==> src/rtl/align_inc_pkg.sv <==
// Shared types and the rounding function for the align_inc_pipe datapath.
// The rounding function works on a fixed MAX_W-bit container so any
// WIDTH up to MAX_W-1 can use it. Callers zero-extend their samples into it.
package align_inc_pkg;

  localparam int MODE_W = 2;
  localparam int MAX_W  = 32;

  typedef enum logic [MODE_W-1:0] {
    MODE_ODD   = 2'b00,
    MODE_EVEN  = 2'b01,
    MODE_ALIGN = 2'b10,
    MODE_PASS  = 2'b11
  } mode_t;

  typedef struct packed {
    logic             ovf;
    logic             adj;
    logic [MAX_W-1:0] data;
  } round_t;

  // Round x up to satisfy mode within a w-bit result. The sum is one bit
  // wider than the container, so anything set at or above bit w is the
  // carry out of the w-bit datapath and marks an overflow.
  function automatic round_t align_round(input logic [MAX_W-1:0] x,
                                         input mode_t            mode,
                                         input int               w,
                                         input int               a,
                                         input logic             sat);
    logic [MAX_W:0] xe;
    logic [MAX_W:0] one;
    logic [MAX_W:0] gran;
    logic [MAX_W:0] low;
    logic [MAX_W:0] full;
    logic [MAX_W:0] sum;
    logic [MAX_W:0] lim;
    logic [MAX_W:0] res;
    round_t         r;

    xe   = {1'b0, x};
    one  = {{MAX_W{1'b0}}, 1'b1};
    gran = one << a;
    low  = xe & (gran - one);
    full = (one << w) - one;
    sum  = xe;
    lim  = full;

    case (mode)
      MODE_ODD:   sum = xe[0] ? xe : xe + one;
      MODE_EVEN: begin
        sum = xe[0] ? xe + one : xe;
        lim = full & ~one;
      end
      MODE_ALIGN: begin
        sum = (low != '0) ? xe + gran - low : xe;
        lim = full & ~(gran - one);
      end
      default:    sum = xe;
    endcase

    r.ovf = (sum & ~full) != '0;
    r.adj = (sum != xe);
    if (r.ovf) begin
      res = sat ? lim : (sum & full);
    end else begin
      res = sum;
    end
    r.data = res[MAX_W-1:0];
    return r;
  endfunction

endpackage

==> src/rtl/align_inc_stage.sv <==
// Generic valid/ready register slice. Accepts a new payload whenever it is
// empty or its current payload leaves in the same cycle, so a chain of these
// sustains one transfer per cycle and stalls cleanly under backpressure.
module align_inc_stage #(
  parameter int PAYLOAD_W = 8
) (
  input  logic                 clk,
  input  logic                 reset,
  input  logic                 i_valid,
  output logic                 o_ready,
  input  logic [PAYLOAD_W-1:0] i_data,
  output logic                 o_valid,
  input  logic                 i_ready,
  output logic [PAYLOAD_W-1:0] o_data
);

  logic                 r_valid;
  logic [PAYLOAD_W-1:0] r_data;

  assign o_ready = !r_valid || i_ready;
  assign o_valid = r_valid;
  assign o_data  = r_data;

  // Load on a free slot; hold contents (and valid) while stalled downstream.
  always_ff @(posedge clk or posedge reset) begin
    if (reset) begin
      r_valid <= 1'b0;
      r_data  <= '0;
    end else if (o_ready) begin
      r_valid <= i_valid;
      if (i_valid) begin
        r_data <= i_data;
      end
    end
  end

endmodule

==> src/rtl/align_inc_pipe.sv <==
// Two-stage pipelined rounding incrementer with valid/ready on both sides.
// S1 registers the rounded result of each accepted sample, S2 is the output
// register. Optional statistics counter enabled by ALIGN_INC_STATS_EN adds
// the stats_clr / adj_count ports; the datapath is the same either way.
module align_inc_pipe
  import align_inc_pkg::*;
#(
  parameter int WIDTH      = 7,
  parameter int ALIGN_LOG2 = 2,
  parameter int SATURATE   = 1,
  parameter int CNT_W      = 16
) (
  input  logic              clk,
  input  logic              reset,
  input  logic              in_valid,
  output logic              in_ready,
  input  logic [WIDTH-1:0]  in_data,
  input  logic [MODE_W-1:0] in_mode,
  output logic              out_valid,
  input  logic              out_ready,
  output logic [WIDTH-1:0]  out_data,
  output logic              out_adj,
  output logic              out_ovf
`ifdef ALIGN_INC_STATS_EN
  ,
  input  logic              stats_clr,
  output logic [CNT_W-1:0]  adj_count
`endif
);

  localparam int PAY_W = WIDTH + 2;

  round_t           w_rnd;
  logic [PAY_W-1:0] w_pay_p0;
  logic             w_vld_p1;
  logic             w_rdy_p1;
  logic [PAY_W-1:0] w_pay_p1;
  logic             w_vld_p2;
  logic [PAY_W-1:0] w_pay_p2;
  logic             w_unused;

  // Input side: round the offered sample; only loaded into S1 on a transfer.
  assign w_rnd    = align_round(MAX_W'(in_data), mode_t'(in_mode), WIDTH,
                                ALIGN_LOG2, (SATURATE != 0));
  assign w_pay_p0 = {w_rnd.ovf, w_rnd.adj, w_rnd.data[WIDTH-1:0]};
  assign w_unused = &{1'b0, w_rnd.data[MAX_W-1:WIDTH]};

  // ---- stage boundary p0 -> p1: result register
  align_inc_stage #(.PAYLOAD_W(PAY_W)) u_s1 (
    .clk     (clk),
    .reset   (reset),
    .i_valid (in_valid),
    .o_ready (in_ready),
    .i_data  (w_pay_p0),
    .o_valid (w_vld_p1),
    .i_ready (w_rdy_p1),
    .o_data  (w_pay_p1)
  );

  // ---- stage boundary p1 -> p2: output register
  align_inc_stage #(.PAYLOAD_W(PAY_W)) u_s2 (
    .clk     (clk),
    .reset   (reset),
    .i_valid (w_vld_p1),
    .o_ready (w_rdy_p1),
    .i_data  (w_pay_p1),
    .o_valid (w_vld_p2),
    .i_ready (out_ready),
    .o_data  (w_pay_p2)
  );

  assign out_valid = w_vld_p2;
  assign out_ovf   = w_pay_p2[PAY_W-1];
  assign out_adj   = w_pay_p2[PAY_W-2];
  assign out_data  = w_pay_p2[WIDTH-1:0];

`ifdef ALIGN_INC_STATS_EN
  logic [CNT_W-1:0] r_adj_count;

  // Count adjusted samples taken by the consumer; clear beats increment, saturates at all-ones.
  always_ff @(posedge clk or posedge reset) begin
    if (reset) begin
      r_adj_count <= '0;
    end else if (stats_clr) begin
      r_adj_count <= '0;
    end else if (out_valid && out_ready && out_adj && (r_adj_count != '1)) begin
      r_adj_count <= r_adj_count + CNT_W'(1);
    end
  end

  assign adj_count = r_adj_count;
`endif

endmodule

==> config.mk <==
export PLATFORM = sky130hd
export DESIGN_NAME = align_inc_pipe
export DESIGN_NICKNAME = d
export VERILOG_FILES = /design/src/rtl/align_inc_pkg.sv /design/src/rtl/align_inc_stage.sv /design/src/rtl/align_inc_pipe.sv
export SDC_FILE = /design/constraint.sdc
export NUM_CORES = 1
export LEC_CHECK = 0
export BUFFER_PORTS_ARGS = -buffer_cell sky130_fd_sc_hd__buf_2
export CAP_MARGIN = 5
export CORE_MARGIN = 3
export CORE_UTILIZATION = 50
export DETAILED_ROUTE_END_ITERATION = 7
export PLACE_DENSITY = 0.77
export SYNTH_ARGS = -nofsm -noshare
export SYNTH_HDL_FRONTEND = slang
export SYNTH_SLANG_ARGS = --single-unit
==> constraint.sdc <==
create_clock -name clk -period 1.87 [get_ports clk]
set_clock_uncertainty 0.15 [all_clocks]
set_input_delay 0.2805 -clock clk [delete_from_list [all_inputs] [get_ports clk]]
set_output_delay 0.2805 -clock clk [all_outputs]
set_load 0.01 [all_outputs]
---- Word-level counts from Yosys, hierarchy flattened ----
Cells that the tools add are included.
operators by class
  add/sub/neg operators ................... 3
  equality and inequality tests ........... 3
  multiplexer cells ....................... 6
  reductions and logical operators ........ 9
operators by type and width
  kind                 count
  $pmux 33 s3          1
  $mux 33              2
  $reduce_bool 33->1   2
  $ne 33x7->1          1
  $sub 8x2->9          1
  $add 7x1->8 const B  1
  $add 7x3->8 const B  1
  $mux 8               1
  $mux 7               1
  $pmux 2 s2           1
  $reduce_and 2->1     2
  $eq 2x1->1 const B   1
  $eq 2x2->1 const B   1
  $logic_not 1->1      2
  $logic_not 2->1      1
  $logic_or 1x1->1     2
word-level totals
  bits in registers ....................... 20
  bits of input ports ..................... 13
  output and inout port bits .............. 11

---- Logic depth before layout (Yosys ltp) ----
Gate-level depths: netlist of run 1.
  depth in word-level cells ............... 6
  depth in mapped cells ................... 9
  depth with buffers taken out ............ 8

---- Modules after synthesis ----
A second synthesis of run 1 with hierarchy kept.
second synthesis, totals
  cells, all modules ...................... 175
  area total of the unflattened synthesis .. 1794.2 um2
modules (own cells, without submodules)
  module           times used  cells each  area each (um2)  sequential area each (um2)
  align_inc_pipe   1           129         935.9            0.0
  align_inc_stage  2           23          429.2            250.2

---- Worst setup path after synthesis of run 1 ----
No wires, ideal clock.
  path kind ............................... input to register
  start point ............................. input in_data[5]
  end point ............................... register u_s1.r_data[7], in the netlist u_s1.o_data[7]
  library setup time ...................... 0.126 ns
  data arrival time ....................... 1.945 ns
  data required time ...................... 1.594 ns
  setup slack ............................. -0.351 ns
  stages .................................. 8
  path through ............................ inv_1 -> ha_1 -> inv_1 -> o311ai_2 -> xnor2_2 -> o221ai_2 -> a31o_1 -> o32a_1
on the way
  longest elaborated chain between the ends .. 5
ends and longest elaborated chain
  what                  line                   source
  from (decl)           align_inc_pipe.sv:17   input logic [WIDTH-1:0] in_data,
  $add 7x3->8           align_inc_pkg.sv:55    sum = (low != '0) ? xe + gran - low : xe;
  $sub 8x2->9           align_inc_pkg.sv:55
  $mux 33               align_inc_pkg.sv:55
  $pmux 33 s3           align_inc_pkg.sv:48    case (mode)
  $ne 33x7->1 (*)       align_inc_pkg.sv:62    r.adj = (sum != xe);
  to (signal assigned)  align_inc_stage.sv:32  r_data <= i_data;
  to (decl)             align_inc_stage.sv:18  logic [PAYLOAD_W-1:0] r_data;
Every way passes the cells marked *; elsewhere a longest branch is shown, timed or not.
A chain may end at the register's enable or synchronous reset.

---- Worst setup path in the final report of run 1 ----
Ends and elaborated chain as after synthesis.

==> summary.md, run 1 <==
| Metric | Value |
|---|---|
| Overflow after GRT | 0 |
| First-pass GRT wire length | between 7000 and 8000 um |
| Post-synthesis sequential area ratio | 29.9% |
| Fmax | about 520 MHz |
| Initial Util | between 50% and 60% |
| Synthesized area | between 1500 and 2000 sq um |
| P_int | slightly below 1 mW |
| Kind of critical path | input port to flip-flop |
| Worst EP arrival | 1.98 ns |
| Tot Pwr | 1.43 mW |
| Clock power share | about 17% |
| TritonRoute pass-1 iters | 4 |
| Yosys warns | 0 |
| Tcrit/Tclk final | 104% |
| Vias in the first global route | around 1.7k |
| Detailed-placement wirelength estimate | around 3500 um |
| Unique cell type count in the Yosys netlist | 49 |
| Syn-to-layout area delta | 46.8% |
| Die height | between 60 and 70 um |
| CTS Buffer Depth | 2 |
| Vias/cell | about 5.5 |
| Clk_lat worst skew | 0.29 ns |
| Finished Layout Cells | 299 |
| Busiest layer in global routing | met2 |
| CP cell instances | buf_8, clkinvlp_4, ha_4, inv_4, o311ai_4, xnor2_2, o221ai_2, a31o_1, o32a_1 |
| Gpl congestion | 0.944 |
| Core area | about 3100 sq um |
| Fillcell total | slightly above 200 |
| Input/output buffers | 23 |
| Initial drt markers | 67 |
| Combinational share of power | between 40% and 50% |
| GRT met1 Usage | between 20 and 30% |
| Period minus WS final | between 1.5 and 2 ns |
| Final wirelength | roughly 4500 um |
| Number of enable flip-flop cells after synthesis | 0 |
| WHS | around 0.055 ns |
| Failing checks | setup timing |
| Most common cell after layout, fill and taps aside | buf_4 |
| Post-synth ARST share | between 90% and 100% |
| Max-cap viol count | 0 |
| IO Pins | 24 |
| Met3 Use GR | less than 1% |
| Max transition margin | a little over half |
| Number of inserted diodes | 0 |
| Clock Sinks | 20 |
| Final worst slack | -0.0678 ns |
| Die area | slightly above 4000 sq um |
| M2 GR Usage | roughly 44% |
| Status | finished with violations |
| DRC Markers | 0 |
| Sw Share | around a third |
| Inserted Clock Buffers | 3 |
| Remaining antenna violation count | 0 |
| Startpoint Class | input port |
| Top_reg_cell synth | dfrtp_1 |
| Nets | roughly 290 |
| Initial antenna violation count | 0 |
| Endpoints failing hold | 0 |
| Final setup viols | 4 |
| Maximum VDD drop | about 0.00029 V |
| H-tree Lvls | 1 |
| Die Span X | 63.8 um |
| Slew Limit Fails | 0 |
| Placed cells | 290 |
| PD cells | 585 nW/um^2 |
| Ratio of cells with drive above 1 in the final layout | between 40% and 50% |
| Clock root cell | clkbuf_4 |
| Reg power frac | 39.5% |
| Post-Syn Area per Cell | ~9.4 sq um |
| Wire length per cell | between 15 and 20 um |
| Pleak | about 1.1 nW |
| Net Sw Power | 0.467 mW |
| Clock Pin Slew Worst Setup and Hold Paths | between 0.1 and 0.15 ns |
| Max incr delay on CP | between 0.3 and 0.4 ns |
| RSZ-0062 raised after global routing | yes |
| DR vias | about 1.6k |
| Data required time of the critical path | 1.91 ns |
| Largest net degree at the start of global routing | 21 |
| Worst Path Max Fanout | 4 |
| Kind of end point of the critical path | flip-flop |
| CP max stage cell | ha_4 |
| Worst hold path type | input port to flip-flop |
| Post-Syn Instances | roughly 180 |
| All-Layer GR Usage | a little under a quarter |
| CTS tree | built |
| Most frequent cells in the layout | 51 x buf_4, 20 x buf_2, 20 x dfrtp_1 |
| Yosys reg bits | 20 |
| Actual slew at the worst max-slew pin | between 0.7 and 0.8 ns |
| Number of core rows | 20 |
| Net Count, Synth | 210 |
## critical path, delay by kind of cell
kind	cells	cell delay (ns)
buffers and inverters	3	0.26
adder cells (fa/ha/maj)	1	0.34
XOR/XNOR	1	0.18
AO/OA/AOI/OAI	4	0.91
## metrics by stage
| step | setup TNS (ns) | area [sq um] | utilization [%] | worst slack [ns] |
|---|---|---|---|---|
| after floorplan | -0.774 | 1720 | - | -0.298 |
| after global placement | -3.37 | 2240 | 71.5 | -0.474 |
| after detailed placement | -3.67 | 2240 | 71.5 | -0.546 |
| after CTS | -0.147 | 2430 | 77.6 | -0.0569 |
| after global routing | -0.522 | 2450 | 78.4 | -0.138 |
| final | -0.210 | 2450 | 78.4 | -0.0678 |
## repair_timing
item                       in CTS  in global routing
hold buffers                    1                  0
setup endpoints to repair       9                  9
gates resized for setup        29                  8
pin swaps                      12                  5
hold endpoints to repair       20                  0
setup buffers                   5                  0
## state kept, by name, indices dropped and copies added, names as in the netlist
signal        count
u_s1.o_data       9
u_s2.o_valid      1
u_s1.o_valid      1
u_s2.o_data       9
## final timing paths
kind | slack [ns] | depth (start not counted) | to | startpoint
worst max-delay path | -0.07 | 9 | u_s1.o_data[7] | in_data[5]
worst min-delay path | 0.06 | 2 | u_s1.o_valid | in_valid
worst max register to register | 0.21 | 5 | u_s1.o_data[7] | u_s2.o_valid
worst min register to register | 0.33 | 2 | u_s1.o_data[1] | u_s1.o_data[1]
max in group asynchronous | 0.64 | 3 | u_s1.o_data[1] | reset
min in group asynchronous | 0.48 | 3 | u_s2.o_data[5] | reset
## power by group through the flow
stage | Combinational [mW] | Clock (mW) | Sequential (mW)
finish | 0.626 | 0.242 | 0.567
global route | 0.681 | 0.273 | 0.577
CTS | 0.613 | 0.245 | 0.567
detailed placement | 0.573 | 0 | 0.576
global placement | 0.556 | 0 | 0.570
floorplan | 0.303 | 0 | 0.598
## Yosys cell counts, types with 2 or more instances
| library cell | instances | area share, % |
|---|---|---|
| a2111oi_0 | 3 | 1.6 |
| a21oi_1 | 10 | 3.0 |
| a22oi_1 | 2 | 0.90 |
| a31oi_1 | 5 | 1.9 |
| and2_1 | 2 | 0.75 |
| clkbuf_1 | 2 | 0.45 |
| dfrtp_1 | 20 | 30 |
| ha_1 | 19 | 14 |
| inv_1 | 16 | 3.6 |
| mux2_2 | 10 | 6.7 |
| mux2i_1 | 4 | 2.4 |
| nand2_1 | 13 | 2.9 |
| nand2b_1 | 5 | 1.9 |
| nand3_1 | 5 | 1.5 |
| nor2_1 | 11 | 2.5 |
| nor2b_1 | 3 | 1.1 |
| nor3_1 | 4 | 1.2 |
| o21ai_0 | 6 | 1.8 |
| o21bai_1 | 2 | 0.90 |
| o22a_2 | 3 | 1.8 |
| o31ai_1 | 3 | 1.3 |
| o32a_1 | 2 | 1.2 |
| xnor2_1 | 2 | 1.0 |
## cell type report
cell class                 instances  area, sq um  area share, %
tap                               44         55.1           2.24
timing repair buffer              77          557           22.7
inverter                          16         72.6           2.96
sequential                        20          500           20.4
multi-input combinational        138         1230           50.2
clock buffer                       4         36.3           1.48
## routing by layer
layer  wire length (um)  share of wire, %
met2               2350                52
met1               1860                41
met5                  0                 0
met3                171               3.8
met4                108               2.4
## kinds of logic (layout without fill, tap and decap cells)
group | count (synthesis) | count (layout) | share of synthesized area [%]
buffers and inverters | 20 | 97 | 5.17
xor gates and xnor gates | 4 | 4 | 2.55
and+or+nand+nor | 50 | 50 | 14.9
AOI/OAI and AO/OA | 51 | 51 | 24.1
adders and majority gates | 19 | 19 | 14.2
DFF | 20 | 20 | 29.9
muxes | 14 | 14 | 9.13
Note: power is estimated with default switching activity, not from simulation.
==> run 2, diff against run 1 <==
--- a/config.mk
+++ b/config.mk
@@ -13,4 +13,5 @@
 export PLACE_DENSITY = 0.77
 export SYNTH_ARGS = -nofsm -noshare
 export SYNTH_HDL_FRONTEND = slang
+export SYNTH_HIERARCHICAL = 1
 export SYNTH_SLANG_ARGS = --single-unit
==> run 2 against run 1 <==
  * Largest cell class unchanged
  * The flow still finishes with violations (setup timing)
  * Die area increased by 6.6%
  * Sequential power increased by 4.1%
  * Critical path type unchanged
  * Clock-buffer cell count decreased by 1
==> summary.md, run 2 <==
| Metric | Value |
|---|---|
| Status | finished with violations |
| Failing checks | setup timing |
| Startpoint Class | input port |
| Wire length per cell | 15.9 um (+6.0%) |
| Fillcell total | 225 (+9.2%) |
| CTS Buffer Depth | 2 (unchanged) |
| Final setup viols | 8 (+4) |
| Synthesized area | 1790 sq um (+7.3%) |
| DRC Markers | 0 (unchanged) |
| Setup Slack @ Placement | -0.819 ns (-0.273 ns) |
| Clock root cell | clkbuf_4 |
| H-tree Lvls | 1 (unchanged) |
| Nets | 279 (-3.1%) |
| Input/output buffers | 23 (unchanged) |
| Clock Pin Slew Worst Setup and Hold Paths | 0.09 ns (-0.02 ns) |
| Die Span X | 65.9 um (+3.3%) |
| Vias in the first global route | 1695 (-0.24%) |
| All-Layer GR Usage | 22.7% (-0.48 points) |
| Reg power frac | 39.9% (+0.4 points) |
| Pleak | 1.24 nW (+14%) |
| Fmax | 449 MHz (-13%) |
| Cell taking the most area after synthesis | dfrtp_1 |
| Most frequent cells in the layout | 47 x buf_4, 20 x dfrtp_1, 18 x buf_2, 18 x mux2_4, 10 x ha_4 |
| IO Pins | 24 (unchanged) |
| Sw Share | 32.1% (-0.50 points) |
| Post-Syn Area per Cell | 10.3 sq um (+9.2%) |
| TritonRoute pass-1 iters | 4 (unchanged) |
| Area contributors post-synth | dfrtp_1 28%, mux2_4 15%, ha_1 13% |
| Max transition margin | 66.9% (+14 points) |
| Kind of critical path | input port to flip-flop |
| CP cell instances | buf_2, inv_2, ha_4, inv_1, o31a_1, xnor2_2, o31ai_4, mux2i_1, or4_1, mux2_4 |
| Number of inserted diodes | 0 (unchanged) |
| Post-synth ARST share | 100% (unchanged) |
| Max-cap viol count | 0 (unchanged) |
| PD cells | 568 nW/um^2 (-2.8%) |
| Actual slew at the worst max-slew pin | 0.491 ns (-0.217 ns) |
| Overflow after GRT | 0 (unchanged) |
| P_int | 1.00 mW (+3.7%) |
| Data required time of the critical path | 1.89 ns (-0.02 ns) |
| Clock Sinks | 20 (unchanged) |
| Tcrit/Tclk final | 119% (+15 points) |
| Net Count, Synth | 207 (-1.4%) |
| Maximum VDD drop | 0.000261 V (-8.8%) |
| Top_reg_cell synth | dfrtp_1 |
| Endpoints failing hold | 0 (unchanged) |
| Core area | 3390 sq um (+8.4%) |
| Initial drt markers | 73 (+9.0%) |
| Unique cell type count in the Yosys netlist | 51 (+4.1%) |
| Initial antenna violation count | 0 (unchanged) |
| Initial Util | 52.9% (-0.51 points) |
| Commonest cells in the netlist | 20 x dfrtp_1, 19 x ha_1, 18 x mux2_4, 16 x inv_1, 11 x a21oi_1 |
| Syn-to-layout area delta | 44.8% |
| Largest net degree at the start of global routing | 11 (-48%) |
| Yosys reg bits | 20 (unchanged) |
| Number of enable flip-flop cells after synthesis | 0 (unchanged) |
| Remaining antenna violation count | 0 (unchanged) |
| Final worst slack | -0.356 ns (-0.288 ns) |
| Final wirelength | 4630 um (+3.2%) |
| CTS tree | built |
| Post-Syn Instances | 175 (-1.7%) |
| CP max stage cell | or4_1 |
| Clk_lat worst skew | 0.28 ns (about the same) |
| Worst EP arrival | 2.25 ns (+0.27 ns) |
| First-pass GRT wire length | 7800 um (+2.7%) |
| RSZ-0062 raised after global routing | yes |
| Ratio of cells with drive above 1 in the final layout | 53.9% (+4.9 points) |
| Inserted Clock Buffers | 3 (unchanged) |
| Number of core rows | 21 (+5.0%) |
| Period minus WS final | 2.23 ns (+0.288 ns) |
| DR vias | 1599 (-3.0%) |
| Most common cell after layout, fill and taps aside | buf_4 |
| Combinational share of power | 47.9% (+4.3 points) |
| Gpl congestion | 0.906 (-4.0%) |
| Die area | 4340 sq um (+6.6%) |
| Worst hold path type | input port to flip-flop |
| Detailed-placement wirelength estimate | 3640 um (+2.6%) |
| Max incr delay on CP | 0.41 ns (+0.07 ns) |
| Clock power share | 12.1% (-4.7 points) |
| Die height | 65.9 um (+3.3%) |
| Yosys warns | 6 (+6) |
| Vias/cell | 5.49 (-0.37%) |
| Net Sw Power | 0.473 mW (+1.4%) |
| WHS | 0.122 ns (+0.0665 ns) |
| Top-count cell post-synth | dfrtp_1 |
| Kind of end point of the critical path | flip-flop |
| Slew Limit Fails | 0 (unchanged) |
| Worst Path Max Fanout | 4 (unchanged) |
| Post-synthesis sequential area ratio | 27.9% (-2.0 points) |
| Synth top area share | 27.9% (-2.0 points) |
==> run 2: kinds of logic (layout without fill, tap and decap cells) <==
group           after synthesis  count (layout)  share of synthesized area, %
compound gates               42              42                          17.2
xor+xnor                      4               4                          1.95
fa+ha+maj                    19              19                          13.2
buf+inv                      22              92                          6.00
flops                        20              20                          27.9
mux                          23              23                          17.9
simple gates                 45              45                          15.9
==> run 2: worst paths after layout <==
path                                     start             end  slack (ns)  cells past startpoint
min in group asynchronous                reset  u_s2/o_data[6]        0.37                      3
worst max-delay path                in_data[5]  u_s1/o_data[7]       -0.36                     10
max in group asynchronous                reset  u_s1/o_data[8]        0.92                      3
worst min-delay path                  in_valid    u_s1/o_valid        0.12                      2
worst min register to register  u_s2/o_data[6]  u_s2/o_data[6]        0.36                      1
worst max register to register    u_s2/o_valid  u_s1/o_data[4]        0.50                      4
==> run 2: what timing repair did <==
action                                  in CTS  in global routing
resized for setup                           47                  5
setup buffers                                3                  1
endpoints found under the setup margin       9                  9
hold buffers                                 1                  0
hold endpoints to repair                    20                  0
pin swaps                                   15                  6
==> run 2: final cells by class <==
cell class                      instances  area (sq um)  share of cell area (%)
Multi-Input combinational cell        133          1380                    53.2
Timing Repair Buffer                   73           558                    21.5
Inverter                               16          77.6                    2.99
Sequential cell                        20           500                    19.3
Tap cell                               46          57.6                    2.21
Clock buffer                            3          22.5                   0.867
==> run 2: power groups by stage <==
stage	Combinational, mW	Clock [mW]	Sequential (mW)
after floorplan	0.371	0	0.615
after global placement	0.601	0	0.590
after detailed placement	0.621	0	0.601
after CTS	0.694	0.187	0.592
after global routing	0.761	0.202	0.603
final	0.708	0.179	0.590
==> run 2: layer usage <==
metal | global-route usage (%) | wire [um]
met1 | 26.3 | 1850
met2 | 43.1 | 2480
met3 | 1.87 | 173
met4 | 8.03 | 134
met5 | 0 | 0
==> run 2: worst max-delay path: cells and delay by family <==
family                   cells  cell delay (ns)
XOR/XNOR                     1             0.16
multiplexers                 2             0.39
adder cells (fa/ha/maj)      1             0.29
buffers and inverters        3             0.21
AO/OA/AOI/OAI                2             0.52
AND/OR/NAND/NOR              1             0.41
==> run 2: metrics by stage <==
stage / cells / area (sq um) / TNS (ns) / utilization (%) / power (mW)
3_3_place_gp: 283 / 2320 / -4.77 / 68.4 / 1.19
6_report: 291 / 2600 / -2.46 / 76.7 / 1.48
4_1_cts: 290 / 2570 / -2.09 / 75.9 / 1.47
3_5_place_dp: 283 / 2320 / -5.57 / 68.4 / 1.22
5_1_grt: 291 / 2600 / -3.11 / 76.7 / 1.57
2_1_floorplan: 175 / 1870 / -1.57 / - / 0.985
==> run 3, diff against run 2 <==
--- a/config.mk
+++ b/config.mk
@@ -8,9 +8,9 @@
 export BUFFER_PORTS_ARGS = -buffer_cell sky130_fd_sc_hd__buf_2
 export CAP_MARGIN = 5
 export CORE_MARGIN = 3
-export CORE_UTILIZATION = 50
+export CORE_UTILIZATION = 45
 export DETAILED_ROUTE_END_ITERATION = 7
-export PLACE_DENSITY = 0.77
+export PLACE_DENSITY = 0.71
 export SYNTH_ARGS = -nofsm -noshare
 export SYNTH_HDL_FRONTEND = slang
 export SYNTH_HIERARCHICAL = 1
==> run 3 against run 2 <==
  * The flow still finishes with violations (setup timing)
  * Critical endpoint unchanged
  * First-iteration DRC count rose by 29%
  * Clock power increased by 77%
  * Final cell count is 2.7% higher
  * Combinational power grew 7.2%
  * Register-to-register slack is essentially flat
  * Critical path depth fell by 1
  * Fmax grew 0.65%
  * Worst setup slack better by 0.014 ns
  * Worst hold slack gained 0.044 ns
  * Die area up 10%
  * Power grew 13%
==> summary.md, run 3 (synthesis gave the netlist of run 2 again) <==
| Metric | Value |
|---|---|
| FF+latch area | 500 sq um (unchanged) |
| Final wirelength | 5270 um (+14%) |
| Vias/cell | 5.57 (+1.4%) |
| Number of core rows | 22 (+4.8%) |
| Die Span X | 69.1 um (+4.9%) |
| Worst hold path type | input port to flip-flop |
| CP max stage cell | or4_1 |
| Max transition margin | 74.4% (+7.6 points) |
| CTS tree | built |
| Endpoints failing hold | 0 (unchanged) |
| Detailed-placement wirelength estimate | 3580 um (-1.8%) |
| Wire length per cell | 17.6 um (+11%) |
| Status | finished with violations |
| Max incr delay on CP | 0.41 ns (about the same) |
| H-tree Lvls | 1 (unchanged) |
| Kind of end point of the critical path | flip-flop |
| Die area | 4780 sq um (+10%) |
| Initial antenna violation count | 0 (unchanged) |
| Clock root cell | clkbuf_8 |
| All-Layer GR Usage | 22.4% (-0.30 points) |
| Vias in the first global route | 1816 (+7.1%) |
| Most frequent cells in the layout | 48 x buf_4, 20 x dfrtp_1, 18 x mux2_4 |
| R2r worst-path depth | 4 (unchanged) |
| CP startpoint | in_data[4] |
| Maximum VDD drop | 0.000300 V (+15%) |
| Max-cap viol count | 0 (unchanged) |
| RSZ-0062 raised after global routing | yes |
| Fmax | 452 MHz (+0.65%) |
| Nets | 284 (+1.8%) |
| Design Area, Final | 2800 sq um (+7.8%) |
| Worst setup path endpoint | u_s1/o_data[7] |
| RR Startpoint | u_s2/o_valid |
| Syn-to-layout area delta | 56.1% |
| Data required time of the critical path | 1.86 ns (-0.03 ns) |
| Slew Limit Fails | 0 (unchanged) |
| Failing checks | setup timing |
| Number of inserted diodes | 0 (unchanged) |
| Kind of critical path | input port to flip-flop |
| Inserted Clock Buffers | 3 (unchanged) |
| Placed inst area | 2330 sq um (+0.43%) |
| Largest net degree at the start of global routing | 12 (+1) |
| Clk_lat worst skew | 0.25 ns (-0.03 ns) |
| CP cell instances | buf_12, ha_4, inv_2, o31a_1, xnor2_2, o31ai_4, mux2i_1, or4_1, mux2_4 |
| Die height | 69.1 um (+4.9%) |
| Tcrit/Tclk final | 118% (-0.77 points) |
| Final worst slack | -0.342 ns (+0.0144 ns) |
| Startpoint Class | input port |
| Clock Pin Slew Worst Setup and Hold Paths | 0.07 ns (-0.02 ns) |
| Worst Path Max Fanout | 4 (unchanged) |
| IO Pins | 24 (unchanged) |
| Clock Sinks | 20 (unchanged) |
| Most common cell after layout, fill and taps aside | buf_4 |
| Worst EP arrival | 2.20 ns (-0.05 ns) |
| First-pass GRT wire length | 8660 um (+11%) |
| PD cells | 596 nW/um^2 (+4.8%) |
| Ratio of cells with drive above 1 in the final layout | 60.6% (+6.7 points) |
| Initial Util | 47.9% (-5.0 points) |
| TritonRoute pass-1 iters | 4 (unchanged) |
| CP delay by family, top | compound AO/OA/AOI/OAI gates |
| Final setup viols | 9 (+1) |
| Period minus WS final | 2.21 ns (-0.0144 ns) |
| CTS Buffer Depth | 2 (unchanged) |
| DRC Markers | 0 (unchanged) |
| Core area | 3740 sq um (+10%) |
| Initial drt markers | 94 (+29%) |
| WHS | 0.166 ns (+0.0437 ns) |
| Multi-input logic area | 1500 sq um (+8.2%) |
| TNS Setup | -1.46 ns (+0.995 ns) |
| Input/output buffers | 23 (unchanged) |
| Pleak | 1.31 nW (+5.4%) |
| DR vias | 1666 (+4.2%) |
| Remaining antenna violation count | 0 (unchanged) |
| Gpl congestion | 0.894 (-1.3%) |
| Crit. path cell count | 9 (-1) |
| Overflow after GRT | 0 (unchanged) |
| Fillcell total | 253 (+12%) |
| R2R Setup Slk | 0.49 ns (about the same) |
| Crit path buf inv count | 2 (-1) |
| Actual slew at the worst max-slew pin | 0.383 ns (-0.108 ns) |
| Worst r2r dst | u_s1/o_data[1] |
==> run 3: cell type report <==
type / instances / area share (%)
clock buffers: 4 / 1.97
multi-input cells: 133 / 53.4
flip-flops and latches: 20 / 17.9
well taps: 48 / 2.14
repair buffers: 78 / 21.9
inverters: 16 / 2.68
==> run 3: worst min-delay path by stage <==
stage	startpoint	to	slack [ns]	depth (start not counted)
finish	in_valid	u_s1/o_valid	0.17	2
global route	in_valid	u_s1/o_valid	0.18	2
CTS	in_valid	u_s1/o_valid	0.17	2
detailed placement	reset	u_s2/o_data[0]	0.12	2
global placement	reset	u_s2/o_data[8]	0.11	2
floorplan	reset	u_s1/o_data[0]	-0.03	1
==> run 3: worst register-to-register path, delay by kind of cell, from the launching register on <==
family | cells | cell delay (ns)
DFF | 1 | 0.39
and+or+nand+nor | 3 | 0.41
muxes | 1 | 0.31
==> run 3: report_power, final <==
part / internal (mW) / switching [mW]
Combinational: 0.428 / 0.331
Sequential: 0.531 / 0.0627
Clock: 0.187 / 0.129
Total: 1.15 / 0.523
==> run 3: timing repair <==
action / in CTS / in global routing
setup endpoints to repair: 9 / 9
gates cloned: 0 / 0
hold buffers: 1 / 0
hold endpoints to repair: 20 / 0
setup buffers: 8 / 0
pin swaps: 25 / 10
gates resized for setup: 68 / 12
==> run 3: layer usage <==
layer | up-vias | wire length [um] | share of wire, % | GRT usage [%]
li1 | 781 | - | - | -
met1 | 806 | 2010 | 38 | 23.0
met2 | 64 | 2850 | 54 | 44.1
met3 | 15 | 259 | 4.9 | 3.64
met4 | 0 | 160 | 3.0 | 9.11
met5 | - | 0 | 0 | 0
==> run 3: metrics by stage <==
step	power [mW]	cells	utilization (%)	setup WS, ns
finish	1.67	299	74.8	-0.342
global route	1.76	299	74.8	-0.415
CTS	1.64	299	73.2	-0.320
detailed placement	1.22	286	62.2	-0.878
global placement	1.19	286	62.2	-0.750
floorplan	0.985	175	-	-0.461
